`src/rtl/display_source_select.sv`:
```
// Selects one of four 32-bit debug values for a four-digit display, with
// debounced next/freeze buttons and periodic resampling of the selected source.

module display_source_select_debounce #(
  parameter int CYCLES = 500000
) (
  input  logic clk,
  input  logic rst,
  input  logic btn_raw_i,
  output logic press_o
);
  localparam int CW = (CYCLES > 1) ? $clog2(CYCLES) : 1;

  logic          sync1_q;
  logic          sync2_q;
  logic          level_q;
  logic          level_d;
  logic          prev_q;
  logic [CW-1:0] cnt_q;
  logic [CW-1:0] cnt_d;

  always_comb begin
    level_d = level_q;
    cnt_d   = '0;
    if (sync2_q != level_q) begin
      if (cnt_q == CW'(CYCLES - 1)) begin
        level_d = sync2_q;
      end else begin
        cnt_d = cnt_q + CW'(1);
      end
    end
  end

  always_ff @(posedge clk) begin
    if (rst) begin
      sync1_q <= 1'b0;
      sync2_q <= 1'b0;
      level_q <= 1'b0;
      prev_q  <= 1'b0;
      cnt_q   <= '0;
    end else begin
      sync1_q <= btn_raw_i;
      sync2_q <= sync1_q;
      level_q <= level_d;
      prev_q  <= level_q;
      cnt_q   <= cnt_d;
    end
  end

  // High for the single cycle after the debounced level rises.
  assign press_o = level_q & ~prev_q;
endmodule

module display_source_select #(
  parameter int DEBOUNCE_CYCLES = 500000,
  parameter int SAMPLE_PERIOD   = 5000000
) (
  input  logic        clk,
  input  logic        rst,
  input  logic        btn_next,
  input  logic        btn_freeze,
  input  logic [31:0] src0,
  input  logic [31:0] src1,
  input  logic [31:0] src2,
  input  logic [31:0] src3,
  output logic [12:0] Num,
  output logic [1:0]  sel,
  output logic        frozen,
  output logic        ovf
);
  localparam int SW = (SAMPLE_PERIOD > 1) ? $clog2(SAMPLE_PERIOD) : 1;

  logic          next_press;
  logic          freeze_press;
  logic [SW-1:0] samp_q;
  logic [SW-1:0] samp_d;
  logic          tick;
  logic [1:0]    sel_q;
  logic [1:0]    sel_d;
  logic          frozen_q;
  logic          frozen_d;
  logic [12:0]   num_q;
  logic [12:0]   num_d;
  logic          ovf_q;
  logic          ovf_d;
  logic [31:0]   src_sel;
  logic          src_big;
  logic          load;

  display_source_select_debounce #(.CYCLES(DEBOUNCE_CYCLES)) u_db_next (
    .clk       (clk),
    .rst       (rst),
    .btn_raw_i (btn_next),
    .press_o   (next_press)
  );

  display_source_select_debounce #(.CYCLES(DEBOUNCE_CYCLES)) u_db_freeze (
    .clk       (clk),
    .rst       (rst),
    .btn_raw_i (btn_freeze),
    .press_o   (freeze_press)
  );

  assign tick   = (samp_q == SW'(SAMPLE_PERIOD - 1));
  assign samp_d = tick ? '0 : samp_q + SW'(1);

  assign sel_d    = sel_q + {1'b0, next_press};
  assign frozen_d = frozen_q ^ freeze_press;

  // Mux on the post-update select so a press loads the new source immediately.
  always_comb begin
    src_sel = src0;
    case (sel_d)
      2'd0: src_sel = src0;
      2'd1: src_sel = src1;
      2'd2: src_sel = src2;
      2'd3: src_sel = src3;
      default: src_sel = src0;
    endcase
  end

  assign src_big = |src_sel[31:13];
  assign load    = tick | (sel_d != sel_q) | (frozen_q & ~frozen_d);

  always_comb begin
    num_d = num_q;
    ovf_d = ovf_q;
    if (load && !frozen_d) begin
      num_d = src_big ? 13'h1FFF : src_sel[12:0];
      ovf_d = src_big;
    end
  end

  always_ff @(posedge clk) begin
    if (rst) begin
      samp_q   <= '0;
      sel_q    <= 2'd0;
      frozen_q <= 1'b0;
      num_q    <= 13'd0;
      ovf_q    <= 1'b0;
    end else begin
      samp_q   <= samp_d;
      sel_q    <= sel_d;
      frozen_q <= frozen_d;
      num_q    <= num_d;
      ovf_q    <= ovf_d;
    end
  end

  assign Num    = num_q;
  assign sel    = sel_q;
  assign frozen = frozen_q;
  assign ovf    = ovf_q;
endmodule

```
`config.mk`:
```
export PLATFORM = sky130hd
export DESIGN_NAME = display_source_select
export DESIGN_NICKNAME = d
export VERILOG_FILES = /design/src/rtl/display_source_select.sv
export SDC_FILE = /design/constraint.sdc
export NUM_CORES = 1
export LEC_CHECK = 0
export BUFFER_PORTS_ARGS = -buffer_cell sky130_fd_sc_hd__buf_2
export CORE_ASPECT_RATIO = 0.75
export CORE_UTILIZATION = 40
export CTS_CLUSTER_DIAMETER = 150
export DETAILED_ROUTE_END_ITERATION = 10
export PLACE_DENSITY = 0.75
export SLEW_MARGIN = 5
export SYNTH_ARGS = -nofsm -noshare
export SYNTH_HDL_FRONTEND = slang
export SYNTH_SLANG_ARGS = --single-unit
```
`constraint.sdc`:
```
create_clock -name clk -period 2.3 [get_ports clk]
set_clock_uncertainty 0.2 [all_clocks]
set_input_delay 0.115 -clock clk [delete_from_list [all_inputs] [get_ports clk]]
set_output_delay 0.115 -clock clk [all_outputs]
set_load 0.01 [all_outputs]
```
==> flow_summary.json, run 1 <==
{
  "instances_no_fill": 748,
  "worst_slew_pin_slew_ns": 0.620,
  "slew_viol_final": 0,
  "hp-start": "rst",
  "synth_edf_count": 0,
  "grt_antenna_before_repair": 0,
  "gp_congestion": 0.817,
  "synth_seq_cells": 86,
  "ys_top_cells_by_area": "dfxtp_1 40%, nor2_1 7.7%, mux4_2 6.8%, xnor2_1 6.3%, xor2_1 5.1%",
  "holdPathEnd": "sel[1]",
  "syn_nets": 584,
  "start_util_pct": 41.4,
  "drt-total-wl_um": 10500,
  "netlist.area_leader.share_pct": 40.2,
  "status": "finished clean",
  "wl_per_cell_um": 14.1,
  "placementRows": 32,
  "power_density_nw_per_um2": 606,
  "crit_chain": "nor2b_4 > ha_4 > buf_6 > or4_4 > nor4_4 > nand3_2 > nand4_4 > a221oi_2",
  "criticalPathCategory": "register to register",
  "hold_viol_final": 0,
  "crit_slowest_cell": "or4_4",
  "end_kind": "register",
  "ys.flop_type": "dfxtp_1",
  "first_iter_violations": 230,
  "overflow": 0,
  "coreArea_um2": 10300,
  "path_buf_inv": 1,
  "via_per_inst": 5.22,
  "slew_headroom_pct": 58.5,
  "syn_inst": 447,
  "synth_area_leader_cell": "dfxtp_1",
  "peakVddDrop_mv": 0.377,
  "place_hpwl_um": 7760,
  "cap_violations": 0,
  "dieArea_um2": 11100,
  "max_stage_delay_ns": 0.43,
  "first_pass_iters": 4,
  "antenna_left": 0,
  "cts_tree": "yes",
  "avgSynthCellArea_um2": 9.57,
  "grt_usage_pct": 19.8,
  "ff2ff_setup_slack_ns": 0.03,
  "cp_data_required_time_ns": 2.31,
  "grt_pass1_vias": 3684,
  "grt_pass1_wl_um": 17300,
  "fin_nets": 745,
  "ys_async_sr_fraction_pct": 0,
  "placed_cells": 725,
  "area_delta_synth_final_pct": 32.1,
  "die_h_um": 91.6,
  "crit_family": "simple AND/OR/NAND/NOR gates",
  "hold_path_depth": 3,
  "n_fill_cell": 904,
  "place.port_buffers": 148,
  "rsz0062_at_grt": "true",
  "drive_gt1_share_pct": 35.5,
  "clk_latency_ns": 0.34,
  "setup_viol": 0,
  "synth_cell_type_count": 42,
  "drc": 0,
  "power_mw": 3.42,
  "synth-seq-area-share_pct": 40.2,
  "io-pin-count": 149,
  "cts.sinks": 86,
  "root_buffer": "clkbuf_16",
  "leakage_nw": 2.17,
  "worst_slack_ns": 0.0267,
  "min_period_ns": 2.27,
  "r2r_cells": 8,
  "min_path_type": "primary input to register",
  "critPathMaxFanout": 7,
  "start_kind": "register",
  "yosys_warnings": 0,
  "n_antenna_cell": 0,
  "pre_cts_slack_ns": -0.0335,
  "regToRegStartpoint": "u_db_next.level_q",
  "die_x_um": 121,
  "grt_max_degree": 29,
  "cts_buffer_depth": 2,
  "path_clk_slew_ns": 0.06,
  "htreeDepth": 3,
  "max_freq_mhz": 440,
  "cts_made_buffers": 9,
  "period_share_pct": 98.8,
  "syn-cell-area_um2": 4280,
  "r2r_end": "Num[6]",
  "cp.arrival_ns": 2.28,
  "vias": 3907
}
-- layer usage --
metal  wire length [um]  track usage (%)  vias up
li1                   -                -     1905
met5                  0                0        -
met1               4960             26.7     1864
met3                692             5.34       17
met2               4780             30.0      121
met4                102             7.00        0
-- state kept, by name, summed over array words and instances, names as in the netlist --
register / cells
sel: 2
u_db_freeze.level_q: 1
u_db_next.sync2_q: 1
u_db_freeze.sync1_q: 1
u_db_next.prev_q: 1
ovf: 1
Num: 13
u_db_next.sync1_q: 1
u_db_freeze.sync2_q: 1
samp_q: 23
frozen: 1
u_db_freeze.cnt_q: 19
u_db_next.cnt_q: 19
u_db_next.level_q: 1
u_db_freeze.prev_q: 1
-- cell families after synthesis --
kind of cell | synth area share (%)
AO/OA/AOI/OAI | 5.64
XOR/XNOR | 12.1
adder cells (fa/ha/maj) | 1.46
buffers and inverters | 4.42
flip-flops | 40.2
multiplexers | 7.31
AND/OR/NAND/NOR | 28.8
-- placed cells by master (no fill, tap or decap), types with 3 or more instances in the layout --
master         Yosys  routed
buf_2              6     148
nor2_1            88      88
dfxtp_1           86      85
xnor2_1           31      31
xor2_1            25      25
nand3_1           25      23
inv_1             21      21
nand2_1           20      20
nor4_1            20      19
nand4_1           13      13
mux4_2            13      13
a221oi_2          13      13
and3_1            10      10
nor2b_1           10       9
nor3_1             9       9
clkbuf_16          0       9
and4_1             8       8
buf_4              0       8
dlygate4sd3_1      0       5
nor4b_1            4       4
nand3_2            2       4
or4_1              4       4
ha_1               5       4
bufinv_16          0       4
or3_1              3       3
a21oi_1            3       3
-- Yosys cell counts (4+ instances only) --
| master | number |
|---|---|
| nor2_1 | 88 |
| and3_1 | 10 |
| dfxtp_1 | 86 |
| mux4_2 | 13 |
| or4_1 | 4 |
| xor2_1 | 25 |
| nor3_1 | 9 |
| buf_6 | 4 |
| nor2b_1 | 10 |
| buf_2 | 6 |
| xnor2_1 | 31 |
| nor4_1 | 20 |
| nand2_1 | 20 |
| a221oi_2 | 13 |
| ha_1 | 5 |
| nand3_1 | 25 |
| and4_1 | 8 |
| inv_1 | 21 |
| nor4b_1 | 4 |
| nand4_1 | 13 |
-- layout make-up --
class	count	area (um2)	area share, %
multi-input cells	326	2420	42.9
flip-flops and latches	86	1720	30.5
repair buffers	164	902	16.0
clock buffers	11	233	4.12
well taps	136	170	3.01
clock inverters	4	120	2.13
inverters	21	78.8	1.39
-- worst max path at each step --
stage | depth (start not counted) | to | start
2_1_floorplan | 9 | Num[10] | u_db_next.level_q
3_3_place_gp | 8 | Num[0] | u_db_next.level_q
3_5_place_dp | 8 | Num[6] | u_db_next.level_q
4_1_cts | 7 | Num[6] | u_db_next.level_q
5_1_grt | 8 | Num[6] | u_db_next.level_q
6_report | 8 | Num[6] | u_db_next.level_q
-- worst min-delay path: cells and delay by family --
kind,cells,cell delay [ns]
buffers and inverters,2,0.39
and+or+nand+nor,1,0.13
-- power breakdown --
group          leakage, nW  switching, mW  internal, mW
clock network        0.170          0.560          1.17
logic                 1.30         0.0746         0.119
registers            0.695        0.00645          1.50
-- stage by stage --
| step | hold WS [ns] | TNS [ns] | area [um2] | util, % |
|---|---|---|---|---|
| floorplan | 0.0432 | 0 | 4280 | - |
| global placement | 0.138 | 0 | 5170 | 50.1 |
| detailed placement | 0.141 | -0.0932 | 5170 | 50.1 |
| CTS | 0.139 | -0.194 | 5630 | 54.5 |
| global route | 0.180 | -0.307 | 5650 | 54.7 |
| finish | 0.139 | 0 | 5650 | 54.7 |
-- what timing repair did --
item                                   CTS  global route
hold buffers                             5             0
resized for setup                        3             4
endpoints found under the hold margin    5             0
pin swaps                                5             4
setup endpoints to repair               14            14
gates cloned                             1             0
buffers inserted                         2             0
Power figures use the tool's default switching activity.
==> inputs of run 2 (changes only) <==
--- a/config.mk
+++ b/config.mk
@@ -7,10 +7,11 @@
 export LEC_CHECK = 0
 export BUFFER_PORTS_ARGS = -buffer_cell sky130_fd_sc_hd__buf_2
 export CORE_ASPECT_RATIO = 0.75
-export CORE_UTILIZATION = 40
+export CORE_UTILIZATION = 45
 export CTS_CLUSTER_DIAMETER = 150
 export DETAILED_ROUTE_END_ITERATION = 10
-export PLACE_DENSITY = 0.75
+export HOLD_SLACK_MARGIN = 0.08
+export PLACE_DENSITY = 0.82
 export SLEW_MARGIN = 5
 export SYNTH_ARGS = -nofsm -noshare
 export SYNTH_HDL_FRONTEND = slang
==> flow_summary.json, run 2 (synthesized netlist as in run 1, its figures left out) <==
{
  "period_share_pct": 102,
  "grt_pass1_vias": 3544,
  "worst_slew_pin_slew_ns": 0.639,
  "r2r_cells": 7,
  "slew_headroom_pct": 57.4,
  "dpl_cell_area_um2": 5180,
  "grt_antenna_before_repair": 0,
  "regMostFlops": "samp_q",
  "cts_made_buffers": 9,
  "area_delta_synth_final_pct": 31.1,
  "cts_tree": "yes",
  "critPathMaxFanout": 7,
  "final_cell_mix": "148 x buf_2, 88 x nor2_1, 85 x dfxtp_1",
  "fin_util_pct": 61.5,
  "holdWs_ns": 0.0403,
  "place.port_buffers": 148,
  "fin_nets": 746,
  "min_path_type": "primary input to register",
  "overflow": 0,
  "vias": 3820,
  "criticalPathCategory": "register to register",
  "cts.sinks": 86,
  "end_kind": "register",
  "grt_usage_pct": 21.6,
  "slew_viol_final": 0,
  "regToRegStartpoint": "u_db_next.level_q",
  "root_buffer": "clkbuf_16",
  "n_antenna_cell": 0,
  "stdcell_area_um2": 5610,
  "grt_max_degree": 29,
  "htreeDepth": 3,
  "dieArea_um2": 9900,
  "wl_per_cell_um": 14.5,
  "start_util_pct": 46.9,
  "first_pass_iters": 4,
  "finalSetupTns_ns": -0.446,
  "drive_gt1_share_pct": 36.2,
  "violations": "negative setup slack",
  "leakage_nw": 2.17,
  "cp.arrival_ns": 2.35,
  "max_stage_delay_ns": 0.50,
  "drt-total-wl_um": 10800,
  "holdPathEnd": "Num[10]",
  "hold_viol_final": 0,
  "clk_latency_ns": 0.33,
  "path_buf_inv": 0,
  "hp-start": "rst",
  "ff2ff_setup_slack_ns": -0.05,
  "coreArea_um2": 9120,
  "placementRows": 30,
  "cp_data_required_time_ns": 2.30,
  "hold_path_depth": 2,
  "first_iter_violations": 277,
  "status": "finished with violations",
  "peakVddDrop_mv": 0.449,
  "io-pin-count": 149,
  "start_kind": "register",
  "largest_register_ffs": 23,
  "grt_pass1_wl_um": 16700,
  "power_density_nw_per_um2": 578,
  "die_h_um": 86.4,
  "antenna_left": 0,
  "place_hpwl_um": 8090,
  "cap_violations": 0,
  "cts_hold_buf": 4,
  "crit_family": "simple AND/OR/NAND/NOR gates",
  "crit_chain": "nor2b_1 > ha_1 > or4b_4 > nor4_4 > nand3_2 > nand4_4 > a221oi_2",
  "die_x_um": 115,
  "cts_buffer_depth": 2,
  "setup_viol": 14,
  "worst_slack_ns": -0.0539,
  "path_clk_slew_ns": 0.06,
  "layout_commonest_cell": "buf_2",
  "drc": 0,
  "r2r_end": "Num[7]",
  "reg_top3": "samp_q (23), u_db_freeze.cnt_q (19), u_db_next.cnt_q (19)",
  "crit_slowest_cell": "or4b_4",
  "min_period_ns": 2.35,
  "gp_congestion": 0.782,
  "max_freq_mhz": 425,
  "rsz0062_at_grt": "true",
  "via_per_inst": 5.15
}
[run 2: layout make-up]
type / count / area [um2]
Fill cell: 737 / 3510
Multi-Input combinational cell: 326 / 2420
Clock inverter: 7 / 97.6
Sequential cell: 86 / 1720
Clock buffer: 9 / 225
Inverter: 21 / 78.8
Tap cell: 128 / 160
Timing Repair Buffer: 165 / 903
[run 2: where the power goes]
| part | internal [mW] | switching, mW | total [mW] |
|---|---|---|---|
| logic | 0.118 | 0.0760 | 0.194 |
| registers | 1.50 | 0.00657 | 1.50 |
| clock network | 0.954 | 0.588 | 1.54 |
[run 2: through the flow]
step	worst slack [ns]	cells	power (mW)
final	-0.0539	742	3.24
after detailed placement	-0.0288	719	1.72
after CTS	-0.0314	741	3.28
after global placement	0.0317	719	1.72
after global routing	-0.131	742	3.38
after floorplan	0.00588	447	1.60
[run 2: how the worst max path moves through the flow]
stage / depth (start not counted) / start / endpoint
after detailed placement: 8 / u_db_next.level_q / Num[7]
after global placement: 7 / u_db_next.level_q / Num[7]
after global routing: 7 / u_db_next.level_q / Num[8]
after CTS: 7 / u_db_next.level_q / Num[7]
after floorplan: 9 / u_db_next.level_q / Num[10]
final: 7 / u_db_next.level_q / Num[7]
[run 2: routing by layer]
layer | wire [um] | track usage, % | vias to the layer above
met4 | 59 | 4.84 | 0
li1 | - | - | 1909
met1 | 4980 | 29.1 | 1791
met5 | 0 | 0 | -
met2 | 5120 | 34.1 | 114
met3 | 596 | 6.57 | 6
[run 2: timing repair]
item                                    in CTS  in global routing
hold endpoints to repair                    12                  9
gates resized for setup                      2                  5
endpoints found under the setup margin      11                 14
gates cloned                                 1                  0
pin swaps                                    4                  6
buffers inserted                             1                  1
[run 2: worst reg2reg max path: stages (launching register included)]
cell and delay (ns):
dfxtp_2 0.31, nor2b_1 0.12, ha_1 0.35, or4b_4 0.50
nor4_4 0.24, nand3_2 0.18, nand4_4 0.23, a221oi_2 0.09
==> inputs of run 3 (changes only) <==
--- a/config.mk
+++ b/config.mk
@@ -15,4 +15,5 @@
 export SLEW_MARGIN = 5
 export SYNTH_ARGS = -nofsm -noshare
 export SYNTH_HDL_FRONTEND = slang
+export SYNTH_HIERARCHICAL = 1
 export SYNTH_SLANG_ARGS = --single-unit
==> flow_summary.json, run 3 <==
{
  "path_clk_slew_ns": 0.06,
  "holdWs_ns": 0.112,
  "hold_viol_final": 0,
  "min_path_type": "primary input to register",
  "die_h_um": 86.6,
  "ys.flop_type": "dfxtp_1",
  "via_per_inst": 5.38,
  "fin_nets": 763,
  "placementRows": 30,
  "n_antenna_cell": 0,
  "avgSynthCellArea_um2": 9.52,
  "routedLengthMet1_um": 4610,
  "htreeDepth": 3,
  "gp_congestion": 0.865,
  "start_kind": "register",
  "n_fill_cell": 745,
  "synth_cell_type_count": 47,
  "cp.arrival_ns": 2.28,
  "slew_viol_final": 0,
  "instances_no_fill": 759,
  "placed_cells": 733,
  "drive_gt1_share_pct": 36.3,
  "antenna_left": 0,
  "synth.top_cells.by_count": "86 x dfxtp_1, 75 x nor2_1, 29 x xnor2_1, 26 x inv_1",
  "cap_violations": 0,
  "wl_per_cell_um": 15.1,
  "max_freq_mhz": 443,
  "vias": 4080,
  "regMostFlops": "samp_q",
  "power_density_nw_per_um2": 583,
  "synth_area_leader_cell": "dfxtp_1",
  "drc": 0,
  "synth_seq_cells": 86,
  "coreArea_um2": 9160,
  "io-pin-count": 149,
  "worst_slew_pin_slew_ns": 0.580,
  "dieArea_um2": 9940,
  "min_period_ns": 2.25,
  "largest_register_ffs": 23,
  "cp_data_required_time_ns": 2.32,
  "cts_setup_buffers": 0,
  "wl_met2_um": 5960,
  "synth-seq-area-share_pct": 40.1,
  "critPathMaxFanout": 6,
  "grt_pass1_wl_um": 17700,
  "syn_inst": 451,
  "synth_edf_count": 0,
  "grt_usage_pct": 22.9,
  "criticalPathCategory": "register to register",
  "layout_commonest_cell": "buf_2",
  "end_kind": "register",
  "cts_buffer_depth": 2,
  "start_util_pct": 46.9,
  "syn_nets": 588,
  "drt-total-wl_um": 11400,
  "clk_latency_ns": 0.34,
  "met3WireLength_um": 638,
  "netlist.area_leader.share_pct": 40.1,
  "grt_pass1_vias": 3977,
  "finalSetupTns_ns": 0,
  "rsz0062_at_grt": "true",
  "root_buffer": "clkbuf_16",
  "ys_async_sr_fraction_pct": 0,
  "first_iter_violations": 221,
  "grt_antenna_before_repair": 0,
  "syn-cell-area_um2": 4300,
  "ys_top_cells_by_area": "dfxtp_1 40%, nor2_1 6.6%, mux4_2 6.3%, xnor2_1 5.9%, xor2_1 3.9%",
  "status": "finished clean",
  "setup_viol": 0,
  "period_share_pct": 98.0,
  "synth_most_common_cell": "dfxtp_1",
  "cts_made_buffers": 9,
  "peakVddDrop_mv": 0.354,
  "yosys_warnings": 6,
  "yosys.area_share.xor_xnor_pct": 10.2,
  "overflow": 0,
  "synth-simple-area-share_pct": 27.7,
  "top_layer": "met4",
  "cts.sinks": 86,
  "leakage_nw": 2.21,
  "grt_max_degree": 24,
  "area_delta_synth_final_pct": 34.0,
  "place_hpwl_um": 8500,
  "place.port_buffers": 148,
  "synth_compound_area_share_pct": 8.80,
  "yosys.area_share.adder_pct": 1.46,
  "reg_top3": "samp_q (23), u_db_freeze/cnt_q (19), u_db_next/cnt_q (19)",
  "first_pass_iters": 4,
  "cts_tree": "yes",
  "synth_top_family_by_area": "simple AND/OR/NAND/NOR gates",
  "die_x_um": 115,
  "fin_util_pct": 62.9,
  "synthMuxAreaShare_pct": 7.43,
  "final_cell_mix": "148 x buf_2, 85 x dfxtp_1, 75 x nor2_1",
  "slew_headroom_pct": 61.0
}
[run 3: cell types whose count changed in the layout (fill, tap and decap cells not counted), moves of 6 or more]
cell      change
nor2_1       -13
a221oi_2     -13
and3_1        -7
a211oi_2     +10
a21oi_1       +7
nand4_1      +10
xor2_1        -6
[run 3: layout make-up]
cell class / count / area [um2] / area share [%]
timing repair buffer: 175 / 1010 / 17.5
clock buffer: 10 / 229 / 3.98
multi-input combinational: 328 / 2430 / 42.2
sequential: 86 / 1720 / 29.9
inverter: 26 / 97.6 / 1.70
tap: 128 / 160 / 2.78
clock inverter: 6 / 110 / 1.91
[run 3: what timing repair did]
action | CTS | global route
hold buffers | 9 | 0
hold endpoints to repair | 10 | 0
gates cloned | 0 | 1
setup endpoints to repair | 6 | 13
gates resized for setup | 0 | 6
[run 3: path summary, 6_finish.rpt]
| kind | startpoint | endpoint | slack, ns | cells after the start |
|---|---|---|---|---|
| min reg2reg | ovf | ovf | 0.27 | 2 |
| min | src2[14] | ovf | 0.11 | 5 |
| max reg2reg | u_db_next/level_q | Num[4] | 0.05 | 8 |
| max | u_db_next/level_q | Num[4] | 0.05 | 8 |
[run 3: power by group]
part	leakage (nW)	internal (mW)	switching, mW
combinational	1.35	0.123	0.0777
sequential	0.695	1.50	0.00820
clock	0.159	1.06	0.591
total	2.21	2.68	0.677
[run 3: critical path, cell delays in order (launching register included)]
cell	delay (ns)
dfxtp_2	0.32
nor2b_4	0.15
ha_4	0.22
or4_4	0.43
nor4_4	0.17
nand3_2	0.15
a41oi_4	0.24
clkbuf_16	0.20
a211oi_1	0.06
[run 3: metal layers]
metal | vias to the layer above | track usage, %
li1 | 1979 | -
met1 | 1939 | 24.4
met5 | - | 0
met4 | 0 | 10.6
met3 | 21 | 5.45
met2 | 141 | 43.1
[run 3: kinds of logic after synthesis]
group                      Yosys count
AOI/OAI and AO/OA                   39
xor gates and xnor gates            49
DFF                                 86
buffers and inverters               37
adders and majority gates            5
and+or+nand+nor                    220
muxes                               15
[run 3: metrics by stage]
step	area (um2)	worst slack [ns]	total power, mW
finish	5760	0.0451	3.36
global route	5760	-0.0353	3.46
CTS	5700	-0.00491	3.38
detailed placement	5280	0.00226	1.73
global placement	5280	0.0765	1.72
floorplan	4310	0.00490	1.60
